File: config.mk
export PLATFORM = sky130hd
export DESIGN_NAME = load_unit_flat
export DESIGN_NICKNAME = d
export VERILOG_FILES = /design/src/rtl/load_unit_pkg.sv /design/src/rtl/load_unit_if.sv /design/src/rtl/load_unit_extract.sv /design/src/rtl/load_unit.sv /design/src/flat_wrapper.sv
export SDC_FILE = /design/constraint.sdc
export NUM_CORES = 1
export LEC_CHECK = 0
export ABC_AREA = 1
export ABC_CLOCK_PERIOD_IN_PS = 3600
export BUFFER_PORTS_ARGS = -buffer_cell sky130_fd_sc_hd__clkbuf_2
export CORE_ASPECT_RATIO = 0.6
export CORE_MARGIN = 1.5
export CORE_UTILIZATION = 40
export DETAILED_ROUTE_END_ITERATION = 8
export PLACE_DENSITY = 0.82
export RECOVER_POWER = 100
export SYNTH_ARGS = -nofsm -noshare
export SYNTH_HDL_FRONTEND = slang
export SYNTH_SLANG_ARGS = --single-unit
File: constraint.sdc
create_clock -name i_clk -period 3.6 [get_ports i_clk]
set_input_delay 0.72 -clock i_clk [delete_from_list [all_inputs] [get_ports i_clk]]
set_output_delay 0.72 -clock i_clk [all_outputs]
set_load 0.02 [all_outputs]
File: src/rtl/load_unit_pkg.sv
// Shared types and constants for the MEM-stage load unit: datapath widths,
// load op encodings and FSM states.
package load_unit_pkg;

  localparam int PROC_BITS = 32;
  localparam int ADDR_BITS = 32;

  typedef enum logic [2:0] {
    LOAD_BYTE   = 3'b000,
    LOAD_HALF   = 3'b001,
    LOAD_WORD   = 3'b011,
    LOAD_BYTE_U = 3'b100,
    LOAD_HALF_U = 3'b101
  } load_op_e;

  typedef enum logic [1:0] {
    ST_IDLE = 2'b00,
    ST_WAIT = 2'b01,
    ST_RESP = 2'b10
  } state_e;

  function automatic logic [ADDR_BITS-1:0] word_align(input logic [ADDR_BITS-1:0] addr);
    return {addr[ADDR_BITS-1:2], 2'b00};
  endfunction

endpackage

File: src/rtl/load_unit_if.sv
// Request, data-memory and writeback signals of the load unit, bundled with
// modports for the unit (slave) and its environment (master).
interface load_unit_if;
  import load_unit_pkg::*;

  logic                 i_req_valid;
  logic                 o_req_ready;
  logic [ADDR_BITS-1:0] i_addr;
  logic [2:0]           i_ls_filter_op;
  logic                 o_mem_re;
  logic [ADDR_BITS-1:0] o_mem_addr;
  logic [PROC_BITS-1:0] i_mem_rdata;
  logic                 o_valid;
  logic                 i_wb_ready;
  logic [PROC_BITS-1:0] o_data;
  logic                 o_misalign;

  modport slave (
    input  i_req_valid, i_addr, i_ls_filter_op, i_mem_rdata, i_wb_ready,
    output o_req_ready, o_mem_re, o_mem_addr, o_valid, o_data, o_misalign
  );

  modport master (
    output i_req_valid, i_addr, i_ls_filter_op, i_mem_rdata, i_wb_ready,
    input  o_req_ready, o_mem_re, o_mem_addr, o_valid, o_data, o_misalign
  );

endinterface

File: src/rtl/load_unit_extract.sv
// Combinational lane select and sign/zero extension of a loaded word.
// LOAD_MISALIGN_TRAP_EN: flag misaligned half/word accesses and zero the result.
module load_extract
  import load_unit_pkg::*;
(
  input  logic [PROC_BITS-1:0] i_word,
  input  logic [1:0]           i_offset,
  input  logic [2:0]           i_op,
  output logic [PROC_BITS-1:0] o_data,
  output logic                 o_misalign
);

  logic [7:0]           byte_sel;
  logic [15:0]          half_sel;
  logic [PROC_BITS-1:0] ext;
  logic                 misalign;

  // Little-endian lanes; half select looks only at offset[1], so addr[0] is dropped.
  assign byte_sel = i_word[{i_offset, 3'b000} +: 8];
  assign half_sel = i_offset[1] ? i_word[31:16] : i_word[15:0];

  // NOTE: every variable gets a default at the top of always_comb so no path infers a latch.
  always_comb begin
    ext      = i_word;
    misalign = 1'b0;
    case (i_op)
      LOAD_BYTE:   ext = {{24{byte_sel[7]}}, byte_sel};
      LOAD_BYTE_U: ext = {24'b0, byte_sel};
      LOAD_HALF: begin
        ext = {{16{half_sel[15]}}, half_sel};
`ifdef LOAD_MISALIGN_TRAP_EN
        misalign = i_offset[0];
`endif
      end
      LOAD_HALF_U: begin
        ext = {16'b0, half_sel};
`ifdef LOAD_MISALIGN_TRAP_EN
        misalign = i_offset[0];
`endif
      end
      // Undefined op codes fall through here and behave as LW.
      default: begin
`ifdef LOAD_MISALIGN_TRAP_EN
        misalign = |i_offset;
`endif
      end
    endcase
  end

  assign o_data     = misalign ? '0 : ext;
  assign o_misalign = misalign;

endmodule

File: src/rtl/load_unit.sv
// MEM-stage load unit: accepts one load, issues a word read, extracts and
// extends the addressed lanes, and holds the result for WB (valid/ready).
module load_unit
  import load_unit_pkg::*;
(
  input  logic        i_clk,
  input  logic        i_rst,
  load_unit_if.slave  bus
);

  state_e               state_q, state_d;
  logic [2:0]           op_q, op_d;
  logic [1:0]           off_q, off_d;
  logic                 valid_q, valid_d;
  logic [PROC_BITS-1:0] data_q, data_d;
  logic                 misalign_q, misalign_d;

  logic                 req_ready;
  logic                 accept;
  logic [PROC_BITS-1:0] ext_data;
  logic                 ext_misalign;

  assign req_ready = (state_q == ST_IDLE) | ((state_q == ST_RESP) & bus.i_wb_ready);
  assign accept    = bus.i_req_valid & req_ready;

  assign bus.o_req_ready = req_ready;
  assign bus.o_mem_re    = accept;
  assign bus.o_mem_addr  = word_align(bus.i_addr);
  assign bus.o_valid     = valid_q;
  assign bus.o_data      = data_q;
  assign bus.o_misalign  = misalign_q;

  load_extract u_extract (
    .i_word     (bus.i_mem_rdata),
    .i_offset   (off_q),
    .i_op       (op_q),
    .o_data     (ext_data),
    .o_misalign (ext_misalign)
  );

  always_comb begin
    state_d    = state_q;
    op_d       = op_q;
    off_d      = off_q;
    valid_d    = valid_q;
    data_d     = data_q;
    misalign_d = misalign_q;
    case (state_q)
      ST_IDLE: ;
      ST_WAIT: begin
        state_d    = ST_RESP;
        valid_d    = 1'b1;
        data_d     = ext_data;
        misalign_d = ext_misalign;
      end
      // Memory data is only sampled in WAIT; a stalled RESP holds its result.
      ST_RESP: begin
        if (bus.i_wb_ready) begin
          state_d = ST_IDLE;
          valid_d = 1'b0;
        end
      end
      default: state_d = ST_IDLE;
    endcase
    if (accept) begin
      state_d = ST_WAIT;
      op_d    = bus.i_ls_filter_op;
      off_d   = bus.i_addr[1:0];
    end
  end

  // NOTE: sequential state uses non-blocking assignments so all flops update from pre-edge values.
  always_ff @(posedge i_clk) begin
    if (i_rst) begin
      state_q    <= ST_IDLE;
      op_q       <= '0;
      off_q      <= '0;
      valid_q    <= 1'b0;
      data_q     <= '0;
      misalign_q <= 1'b0;
    end else begin
      state_q    <= state_d;
      op_q       <= op_d;
      off_q      <= off_d;
      valid_q    <= valid_d;
      data_q     <= data_d;
      misalign_q <= misalign_d;
    end
  end

endmodule

File: src/flat_wrapper.sv
// flat-port wrapper written by rule: the top's interface ports become plain ports
module load_unit_flat import load_unit_pkg::*;
  (i_clk, i_rst, bus_i_req_valid, bus_i_addr, bus_i_ls_filter_op, bus_i_mem_rdata, bus_i_wb_ready, bus_o_req_ready, bus_o_mem_re, bus_o_mem_addr, bus_o_valid, bus_o_data, bus_o_misalign);
  load_unit_if bus_i ();
  input  logic i_clk;
  input  logic i_rst;
  input wire logic [$bits(bus_i.i_req_valid)-1:0] bus_i_req_valid;
  input wire logic [$bits(bus_i.i_addr)-1:0] bus_i_addr;
  input wire logic [$bits(bus_i.i_ls_filter_op)-1:0] bus_i_ls_filter_op;
  input wire logic [$bits(bus_i.i_mem_rdata)-1:0] bus_i_mem_rdata;
  input wire logic [$bits(bus_i.i_wb_ready)-1:0] bus_i_wb_ready;
  output wire logic [$bits(bus_i.o_req_ready)-1:0] bus_o_req_ready;
  output wire logic [$bits(bus_i.o_mem_re)-1:0] bus_o_mem_re;
  output wire logic [$bits(bus_i.o_mem_addr)-1:0] bus_o_mem_addr;
  output wire logic [$bits(bus_i.o_valid)-1:0] bus_o_valid;
  output wire logic [$bits(bus_i.o_data)-1:0] bus_o_data;
  output wire logic [$bits(bus_i.o_misalign)-1:0] bus_o_misalign;
  assign bus_i.i_req_valid = bus_i_req_valid;
  assign bus_i.i_addr = bus_i_addr;
  assign bus_i.i_ls_filter_op = bus_i_ls_filter_op;
  assign bus_i.i_mem_rdata = bus_i_mem_rdata;
  assign bus_i.i_wb_ready = bus_i_wb_ready;
  assign bus_o_req_ready = bus_i.o_req_ready;
  assign bus_o_mem_re = bus_i.o_mem_re;
  assign bus_o_mem_addr = bus_i.o_mem_addr;
  assign bus_o_valid = bus_i.o_valid;
  assign bus_o_data = bus_i.o_data;
  assign bus_o_misalign = bus_i.o_misalign;
  load_unit u_core (.i_clk(i_clk), .i_rst(i_rst), .bus(bus_i));
endmodule
# Word level (Yosys, flattened, before mapping)
# Cells that the tools add are included.
dict set report classes {
  n_eq_ne 8
  shift 1
  muxes 7
  bitwise 4
  n_reduce_logical 7
}
# op n
set ops {}
lappend ops {{32-bit one-hot mux with 4 select lines} 1}
lappend ops {{32-bit by 6-bit variable part select with 8-bit output} 1}
lappend ops {{16-bit two-way mux} 1}
lappend ops {{3-bit equality test, second input constant} 2}
lappend ops {{2-bit one-hot mux with 3 select lines} 1}
lappend ops {{2-bit AND reduction} 3}
lappend ops {{2-bit inequality test, second input constant} 2}
lappend ops {{3-bit by 1-bit equality test with 1-bit output, second input constant} 1}
lappend ops {{3-bit logical NOT} 1}
lappend ops {{3-bit inequality test, second input constant} 1}
lappend ops {{1-bit bitwise AND} 2}
lappend ops {{2-bit by 1-bit equality test with 1-bit output, second input constant} 1}
lappend ops {{2-bit equality test, second input constant} 1}
lappend ops {{2-bit logical NOT} 1}
lappend ops {{1-bit two-way mux} 2}
lappend ops {{2-bit two-way mux} 1}
lappend ops {{1-bit one-hot mux with 2 select lines} 1}
lappend ops {{2-bit nonzero test} 1}
lappend ops {{2-bit OR reduction} 1}
lappend ops {{1-bit inverter} 1}
lappend ops {{1-bit OR} 1}
dict set report totals {
  ff_bits 40
  in_bits 71
  output_inout_bits 68
  wordCells 33
}

# Longest topological paths before layout
# Gate-level depths: netlist (run 1).
dict set report logic_depth {
  depth_word 6
  mapped_depth 9
  mapped_depth_nobuf 9
}

# By module
# Synthesis (run 1) repeated with hierarchy kept, for this count alone.
dict set report hier_totals {
  hier_cells 389
  hier_area_um2 2751.4
}
# module instances cells_per_inst area_each_um2
set by_module_without_submodules {}
lappend by_module_without_submodules {load_unit 1 235 1905.6}
lappend by_module_without_submodules {load_extract 1 154 845.8}

# Least setup slack after synthesis (run 1)
# Ideal clock, no wire load.
dict set report synth_path {
  path_type {input-to-output}
  start {input bus_i_wb_ready}
  end {output bus_o_mem_re}
  arrival_ns 1.352
  path_slack_ns 1.528
  cell_stages 4
  n_path_buf 0
  cell_sequence {nand3_1 -> o21ai_1 -> nand2_1 -> inv_2}
}
dict set report synth_via {
  elab_chain_len 3
}
# item line_no
set synth_rtl {}
lappend synth_rtl {{start: declaration} flat_wrapper.sv:11} ;# input wire logic [$bits(bus_i.i_wb_ready)-1:0] bus_i_wb_ready;
lappend synth_rtl {{1-bit bitwise AND} load_unit.sv:23} ;# assign req_ready = (state_q == ST_IDLE) | ((state_q == ST_RESP) & bus.i_wb_ready);
lappend synth_rtl {{1-bit OR} load_unit.sv:23}
lappend synth_rtl {{named net bus_o_req_ready} flat_wrapper.sv:12} ;# output wire logic [$bits(bus_i.o_req_ready)-1:0] bus_o_req_ready;
lappend synth_rtl {{1-bit bitwise AND} load_unit.sv:24} ;# assign accept = bus.i_req_valid & req_ready;
lappend synth_rtl {{end: declaration} flat_wrapper.sv:13} ;# output wire logic [$bits(bus_i.o_mem_re)-1:0] bus_o_mem_re;
# The timed path passes the listed nets, and every way through them passes these cells.

# Worst setup path after layout (run 1)
dict set report layout_path {
  start {register u_core.state_q[0]}
  end {register u_core.data_q[3] (netlist: u_core.bus.o_data[3])}
}
dict set report layout_via {
  elab_chain_len 1
}
# item line_no
set layout_rtl {}
lappend layout_rtl {{start: declaration} load_unit.sv:11} ;# state_e state_q, state_d;
lappend layout_rtl {{start signal: assignment} load_unit.sv:82} ;# state_q <= state_d;
lappend layout_rtl {{2-bit by 1-bit equality test with 1-bit output} n/a}
lappend layout_rtl {{end signal: assignment} load_unit.sv:86} ;# data_q <= data_d;
lappend layout_rtl {{end: declaration} load_unit.sv:15} ;# logic [PROC_BITS-1:0] data_q, data_d;
# Every way passes these cells.
# A chain may end at the register's enable or synchronous reset.

==> flow_summary.toml, run 1 <==
[logic_synthesis]
avgSynthCellArea_um2 = 6.573
synth_cell_types = 29
yosys_warnings = 0
synth_seq_cells = 40
ys_seq_area_share_pct = 32.49
syn_area_mm2 = 0.002465
syn_inst = 375

[clocking]
clockRootBuffer = "clkbuf_8"
ctsHoldBuffers = 0
clk_latency_ps = 300
cts_buffer_depth = 2
clkTransAtPathRegs_ps = 70
post_cts_resized = 0
cts_tree = "yes"
numCtsBuffers = 5
cts_setup_buffers = 0
clock_sinks = 40
cts-htree-levels = 2

[worst_setup_path]
worst-r2r-cell-count = 7
cp_slowest_cell = "nor2_2"
slowest_delay_ps = 1150
crit_top_cell = "inv_1"
crit_type = "flop to flop"
cp_max_fo = 45
cp-start-kind = "flop"
critPathArrivalTime_ps = 2670
cp_cell_sequence = "inv_1 -> nor2_2 -> inv_2 -> a21oi_1 -> nand3_1 -> nand2_1 -> inv_1"
crit_path_end_kind = "flop"
cp.required_ps = 3800

[pwr]
power.share.clock_pct = 27.6
p_sw_share_pct = 34.73
seq_power_share_pct = 45.5
p_per_area_mw_per_mm2 = 422.9
comb_power_share_pct = 26.9
p_switching_mw = 0.3892
vdd_drop_max_mv = 0.1773
leakage_nw = 1.319
p_int_mw = 0.7314

[die]
initial_utilization_pct = 42.84
die_y_um = 63.81
die_x_um = 104.3
dieArea_mm2 = 0.006657
io-pin-count = 139
core_area_mm2 = 0.005754
num_rows = 21

[outcome]
outcome = "finished, violations left"
violations = "capacitance limit, slew limit"

[timing]
max-slew-margin-rel_pct = -4.180
period_share_pct = 68.51
slew_viol_final = 46
skew_ps = 3.108
rsz0062_at_grt = "no"
tns_ps = 0
finalHoldViolCount = 0
finalSetupViolCount = 0
fmax_mhz = 405.5
finalCriticalPeriod_ps = 2466
max_slew.worst_pin.slew_ps = 1561

[drt]
routed_wl_mm = 6.210
vias_per_cell = 4.974
vias = 2442
ant_nets = 0
drtPass1Iterations = 5
drt-wirelength-per-cell_um = 12.65
drc = 0
drt_iter0_drc = 196

[job]
cap_viol_max_count = 1

[global_route]
grt_pass1_vias = 2192
overflow = 0
antenna_found_initial = 0
grt_max_degree = 46
grt_pass1_wl_mm = 10.23
track_usage_pct = 19.44

[placed_design]
port_buffers = 75
hpwl_mm = 4.716
gp_congestion = 0.8420

[finish]
layout.nets = 481
n_antenna_cell = 0
layout_commonest_cell = "nand2_1"
drive_gt1_share_pct = 18.73
final_cell_mix = "nand2_1 (70), nor2_1 (53), inv_1 (44), clkbuf_2 (40), dfxtp_1 (40)"
syn2layout_area_growth_pct = 7.513
final_util_pct = 46.05

[min_path]
min_path_cells = 2
hold_class = "flop to flop"
==> layer usage <==
metal	up-vias	GRT usage (%)	part of all wire, %
met2	127	29.36	43
met5	-	0	0
met3	10	6.531	11
met4	0	5.729	1.1
met1	1093	26.30	45
li1	1212	-	-
==> registers in the layout (all words and copies together) (netlist names) <==
name	cells
u_core.state_q	2
u_core.op_q	3
u_core.off_q	2
u_core.bus.o_valid	1
u_core.bus.o_data	32
==> power by group through the flow <==
stage          registers [mW]  clock network [mW]  logic [mW]
2_1_floorplan           0.548                   0       0.244
3_3_place_gp            0.519                   0       0.303
3_5_place_dp            0.521                   0       0.309
4_1_cts                 0.510               0.322       0.310
5_1_grt                 0.516               0.341       0.340
6_report                0.510               0.310       0.301
==> worst max-delay path, delay by kind of cell, from the launching register on <==
kind                   cells  cell delay, ps
AO/OA/AOI/OAI              1             230
buffers and inverters      3             440
flip-flops                 1             350
AND/OR/NAND/NOR            3            1330
==> cell families after synthesis <==
logic type             share of synthesized area (%)
AND/OR/NAND/NOR                                28.73
buffers and inverters                          21.93
other                                         0.1521
AO/OA/AOI/OAI                                  16.70
flip-flops                                     32.49
==> worst paths after layout <==
kind	startpoint	to	slack, ps
worst max-delay path	u_core.state_q[0]	u_core.bus.o_data[3]	1130
worst min-delay path	u_core.bus.o_data[2]	u_core.bus.o_data[2]	470
worst max register to register	u_core.state_q[0]	u_core.bus.o_data[3]	1130
worst min register to register	u_core.bus.o_data[2]	u_core.bus.o_data[2]	470
==> synth_stat cells <==
master	count	area share, %
conb_1	1	0.15
buf_8	1	0.61
clkbuf_1	7	1.1
o21ai_0	33	6.7
o21ai_2	10	3.6
or2_2	6	1.5
o2111ai_1	2	0.71
clkbuf_2	1	0.20
a21o_1	5	1.5
nor2_4	1	0.46
inv_1	43	6.5
inv_4	1	0.25
a211oi_1	1	0.30
buf_6	1	0.46
nand2_4	2	0.91
a31oi_1	1	0.25
nor2_2	1	0.25
nor2_1	54	8.2
a21oi_1	11	2.2
o22ai_1	4	1.0
o21ai_1	2	0.41
nand2_2	4	1.0
buf_2	3	0.61
inv_2	6	0.91
nand2_1	70	11
buf_4	37	11
nand4_1	4	1.0
nand3_1	23	4.7
dfxtp_1	40	32
==> cell type report <==
type / instances / area (µm²)
fill: 632 / 3104
inverter: 50 / 190.2
sequential: 40 / 800.8
tap: 80 / 100.1
timing repair buffer: 76 / 335.3
clock buffer: 8 / 90.09
multi-input combinational: 237 / 1134
==> metrics by stage <==
| stage | instance area (µm²) | std cells | power [mW] | setup WS (ps) | hold slack [ps] |
|---|---|---|---|---|---|
| after floorplan | 2472 | 377 | 0.7921 | 1529 | 441.9 |
| after CTS | 2703 | 491 | 1.142 | 1469 | 471.3 |
| after global routing | 2650 | 491 | 1.197 | 791.6 | 496.3 |
| after global placement | 2613 | 483 | 0.8215 | 1548 | 460.6 |
| final | 2650 | 491 | 1.121 | 1134 | 466.5 |
| after detailed placement | 2613 | 483 | 0.8294 | 1477 | 459.6 |
No activity file was read; power rests on OpenSTA's default activity.
==> run 2, diff against run 1 <==
Settings changed: ABC_CLOCK_PERIOD_IN_PS 3600 to 2190, PLACE_DENSITY 0.82 to 0.85.
Clock period 3.6 ns to 2.19 ns, I/O delays scaled along.
==> run 2 against run 1 <==
Effect of this change:
- wire length increased by 3.2%
- non-clock buffer count up 3
- critical path depth is 2 lower
- final cell count increased by 0.61%
- via count down 1.1%
- the flow now finishes without violations
==> flow_summary.toml, run 2 (synthesis results as in run 1) <==
[die]
initial_utilization_pct = 42.84
die_x_um = 104.3
io-pin-count = 139
dieArea_mm2 = 0.006657
die_y_um = 63.81
num_rows = 21
core_area_mm2 = 0.005754

[drt]
drt-wirelength-per-cell_um = 12.97
vias_per_cell = 4.889
routed_wl_mm = 6.409
ant_nets = 0
vias = 2415
drtPass1Iterations = 4
drt_iter0_drc = 183
drc = 0

[clocking]
clockRootBuffer = "clkbuf_8"
clk_latency_ps = 300
clkTransAtPathRegs_ps = 80
post_cts_resized = 0
cts_tree = "yes"
cts-htree-levels = 2
clock_sinks = 40
cts_buffer_depth = 2
numCtsBuffers = 5
ctsHoldBuffers = 0
cts_setup_buffers = 0

[timing]
skew_ps = 7.279
tns_ps = 0
max_slew.worst_pin.slew_ps = 708.0
max-slew-margin-rel_pct = 52.74
finalSetupViolCount = 0
finalCriticalPeriod_ps = 1886
finalHoldViolCount = 0
period_share_pct = 86.13
rsz0062_at_grt = "no"
slew_viol_final = 0
fmax_mhz = 530.1

[finish]
syn2layout_area_growth_pct = 7.919
n_antenna_cell = 0
final_cell_mix = "nand2_1 (72), nor2_1 (53), inv_1 (46), o21ai_0 (44)"
layout.nets = 484
drive_gt1_share_pct = 16.67
largest_register_ffs = 32
layout_commonest_cell = "nand2_1"

[pwr]
vdd_drop_max_mv = 0.2794
leakage_nw = 1.344
p_per_area_mw_per_mm2 = 724.9
finalPower_mw = 1.928

[global_route]
grt_pass1_vias = 2143
track_usage_pct = 19.43
antenna_found_initial = 0
grt_pass1_wl_mm = 10.12
overflow = 0
grt_max_degree = 31

[min_path]
min_path_cells = 3
hold_class = "input pin to flop"

[worst_setup_path]
worst-r2r-cell-count = 7
crit_type = "flop to primary output"
crit_path_end_kind = "primary output"
critPathArrivalTime_ps = 1450
cp.required_ps = 1750
cp-start-kind = "flop"
rrSetupSlack_ps = 330
cp_max_fo = 4

[outcome]
outcome = "complete, no violations"

[placed_design]
hpwl_mm = 4.936
gp_congestion = 0.9196
port_buffers = 75

[job]
cap_viol_max_count = 0
## run 2: cell count changes in the layout (fill, tap and decap cells not counted), sizes merged
cell    before  now
buf          0    4
bufinv       0    1
clkbuf      84   81
clkinv       0    1
## run 2: worst max-delay path, stage by stage (launching register included)
cell and delay (ps):
dfxtp_1 420, nand3_1 120, o21ai_0 170, nand2_1 120, inv_1 90, clkbuf_1 230
## run 2: where the power goes
part | internal (mW) | switching, mW | leakage (nW)
Combinational | 0.155 | 0.334 | 0.961
Sequential | 0.789 | 0.0438 | 0.328
Clock | 0.338 | 0.268 | 0.0552
## run 2: layout make-up
type | count | area [µm²]
repair buffers | 79 | 361.6
well taps | 80 | 100.1
flip-flops and latches | 40 | 800.8
inverters | 50 | 190.2
clock buffers | 6 | 72.57
multi-input cells | 237 | 1100
clock inverters | 2 | 35.03
fillers | 632 | 3094
## run 2: routing by layer
metal  GRT usage [%]  up-vias  wire length (µm)
li1                -     1216                 -
met1           26.10     1063              2973
met2           29.77      130              2723
met3           7.041        6               661
met4           4.514        0                51
met5               0        -                 0
## run 2: worst paths after layout
path | start | endpoint
setup / recovery | u_core.state_q[1] | bus_o_mem_re
hold / removal | bus_i_ls_filter_op[2] | u_core.op_q[2]
setup reg to reg | u_core.off_q[1] | u_core.bus.o_data[26]
hold reg to reg | u_core.state_q[0] | u_core.state_q[1]
## run 2: stage by stage
stage	std cells	hold slack, ps	area [µm²]	util, %	setup slack [ps]
2_1_floorplan	377	441.9	2472	-	682.5
3_3_place_gp	486	452.3	2635	45.79	477.5
3_5_place_dp	486	458.2	2635	45.79	365.7
4_1_cts	494	343.5	2743	47.66	334.6
5_1_grt	494	368.7	2660	46.23	187.1
6_report	494	344.7	2660	46.23	303.7
==> run 3, diff against run 2 <==
Settings changed: BUFFER_PORTS_ARGS -buffer_cell sky130_fd_sc_hd__clkbuf_2 to -buffer_cell sky130_fd_sc_hd__buf_2.
==> run 3 against run 2 <==
Effect of this change:
- worst hold slack better by 6.0 ps
- die area unchanged
- first-iteration DRC count shrank 28%
- register-to-register slack got worse by 70 ps
- sequential share of layout area rose by 0.099 points
- maximum frequency shrank 2.3%
- sequential power hardly changed
- combinational power increased by 2%
- final area down 0.33%
- clock-buffer cell count did not move
- largest cell class unchanged
==> flow_summary.toml, run 3 (synthesis results as in run 1) <==
[clocking]
post_cts_resized = 0
clk_latency_ps = 290
clock_sinks = 40
cts_tree = "yes"
clkTransAtPathRegs_ps = 80
numCtsBuffers = 5
cts-htree-levels = 2
cts_buffer_depth = 2
ctsHoldBuffers = 0
clockRootBuffer = "clkbuf_8"
cts_setup_buffers = 0

[die]
io-pin-count = 139
initial_utilization_pct = 42.84
die_y_um = 63.81
core_area_mm2 = 0.005754
num_rows = 21
die_x_um = 104.3
dieArea_mm2 = 0.006657

[finish]
syn2layout_area_growth_pct = 7.563
largest_register_ffs = 32
drive_gt1_share_pct = 18.12
final_util_pct = 46.08
layout.nets = 484
n_antenna_cell = 0
fill_cells = 622
layout_commonest_cell = "nand2_1"
final_cell_mix = "nand2_1 (71), nor2_1 (53), inv_1 (45)"
stdcell_area_mm2 = 0.002651

[timing]
finalSetupViolCount = 0
max_slew.worst_pin.slew_ps = 842.3
finalHoldViolCount = 0
slew_viol_final = 0
rsz0062_at_grt = "no"
finalCriticalPeriod_ps = 1930
period_share_pct = 88.12
timing.final.ws_setup_ps = 260.2
max-slew-margin-rel_pct = 43.79
fmax_mhz = 518.2
tns_ps = 0
skew_ps = 4.982

[pwr]
p_int_mw = 1.197
p_sw_share_pct = 35.38
vdd_drop_max_mv = 0.3042
seq_power_share_pct = 45.0
finalPower_mw = 1.852
power.share.clock_pct = 28.1
p_switching_mw = 0.6554
leakage_nw = 1.332
comb_power_share_pct = 27.0
p_per_area_mw_per_mm2 = 698.6

[worst_setup_path]
cp_cell_sequence = "inv_2 -> nand2_1 -> nand3_1 -> nand2_2 -> nand2_4 -> nand2_4 -> o21ai_0 -> inv_1"
worst-r2r-cell-count = 8
crit_path_end_kind = "flop"
cp_slowest_cell = "dfxtp_1"
cp-start-kind = "flop"
rrSetupSlack_ps = 260
r2r-start = "u_core.off_q[1]"
reg2reg_to = "u_core.bus.o_data[23]"
slowest_delay_ps = 820
cp.required_ps = 2430
critPathArrivalTime_ps = 2170
crit_type = "flop to flop"
cp_max_fo = 22
crit_top_cell = "nand2_4"

[min_path]
min_path_cells = 3
hold_class = "input pin to flop"
min_to = "u_core.off_q[0]"
min-delay-start = "bus_i_addr[0]"

[drt]
ant_nets = 0
drt_iter0_drc = 132
routed_wl_mm = 6.637
drt-wirelength-per-cell_um = 13.44
drc = 0
vias = 2497
vias_per_cell = 5.055
drtPass1Iterations = 4

[placed_design]
hpwl_mm = 5.053
port_buffers = 75
gp_congestion = 0.9244
postPlaceCellArea_mm2 = 0.002635
pre_cts_ws_ps = 339.1

[outcome]
outcome = "complete, no violations"

[global_route]
grt_pass1_vias = 2276
grt_max_degree = 28
track_usage_pct = 19.88
antenna_found_initial = 0
overflow = 0
grt_pass1_wl_mm = 10.54

[job]
cap_viol_max_count = 0
[run 3: changes by cell type in the layout (fill, tap and decap cells not counted), sizes merged]
cell	before	now
clkinv	1	2
buf	4	43
clkbuf	81	42
bufinv	1	0
[run 3: critical path, delay by kind of cell (launching register included)]
family	cells	cell delay (ps)
buffers and inverters	2	260
AOI/OAI and AO/OA	1	110
DFF	1	820
and+or+nand+nor	5	690
[run 3: routing by layer]
metal  routed length, µm  track usage [%]
met1                2983            25.99
met2                2861            30.18
met3                 732            7.959
met4                  60            5.903
met5                   0                0
[run 3: worst max path at each step]
stage	start	end	slack [ps]	depth (start not counted)
floorplan	bus_i_wb_ready	bus_o_mem_re	680	4
global placement	u_core.off_q[1]	u_core.bus.o_data[16]	490	7
detailed placement	u_core.off_q[1]	u_core.bus.o_data[21]	340	7
CTS	u_core.off_q[1]	u_core.bus.o_data[21]	300	7
global route	u_core.off_q[1]	u_core.bus.o_data[28]	70	8
finish	u_core.off_q[1]	u_core.bus.o_data[23]	260	8
[run 3: area by class of cell]
type                       count  area, µm²  share of cell area [%]
inverter                      50      190.2                   7.173
tap                           80      100.1                   3.775
timing repair buffer          79      359.1                   13.54
clock inverter                 2      10.01                  0.3775
clock buffer                   6      82.58                   3.115
multi-input combinational    237       1109                   41.81
sequential                    40      800.8                   30.20
[run 3: through the flow]
stage          std cells  hold WS [ps]
2_1_floorplan        377         441.9
3_3_place_gp         486         451.9
3_5_place_dp         486         460.9
4_1_cts              494         350.1
5_1_grt              494         360.9
6_report             494         350.7
[run 3: power groups by stage]
stage | Sequential [mW] | Combinational [mW] | Clock (mW)
6_report | 0.833 | 0.499 | 0.520
5_1_grt | 0.841 | 0.555 | 0.566
4_1_cts | 0.831 | 0.528 | 0.530
3_5_place_dp | 0.847 | 0.525 | 0
3_3_place_gp | 0.845 | 0.510 | 0
2_1_floorplan | 0.901 | 0.401 | 0
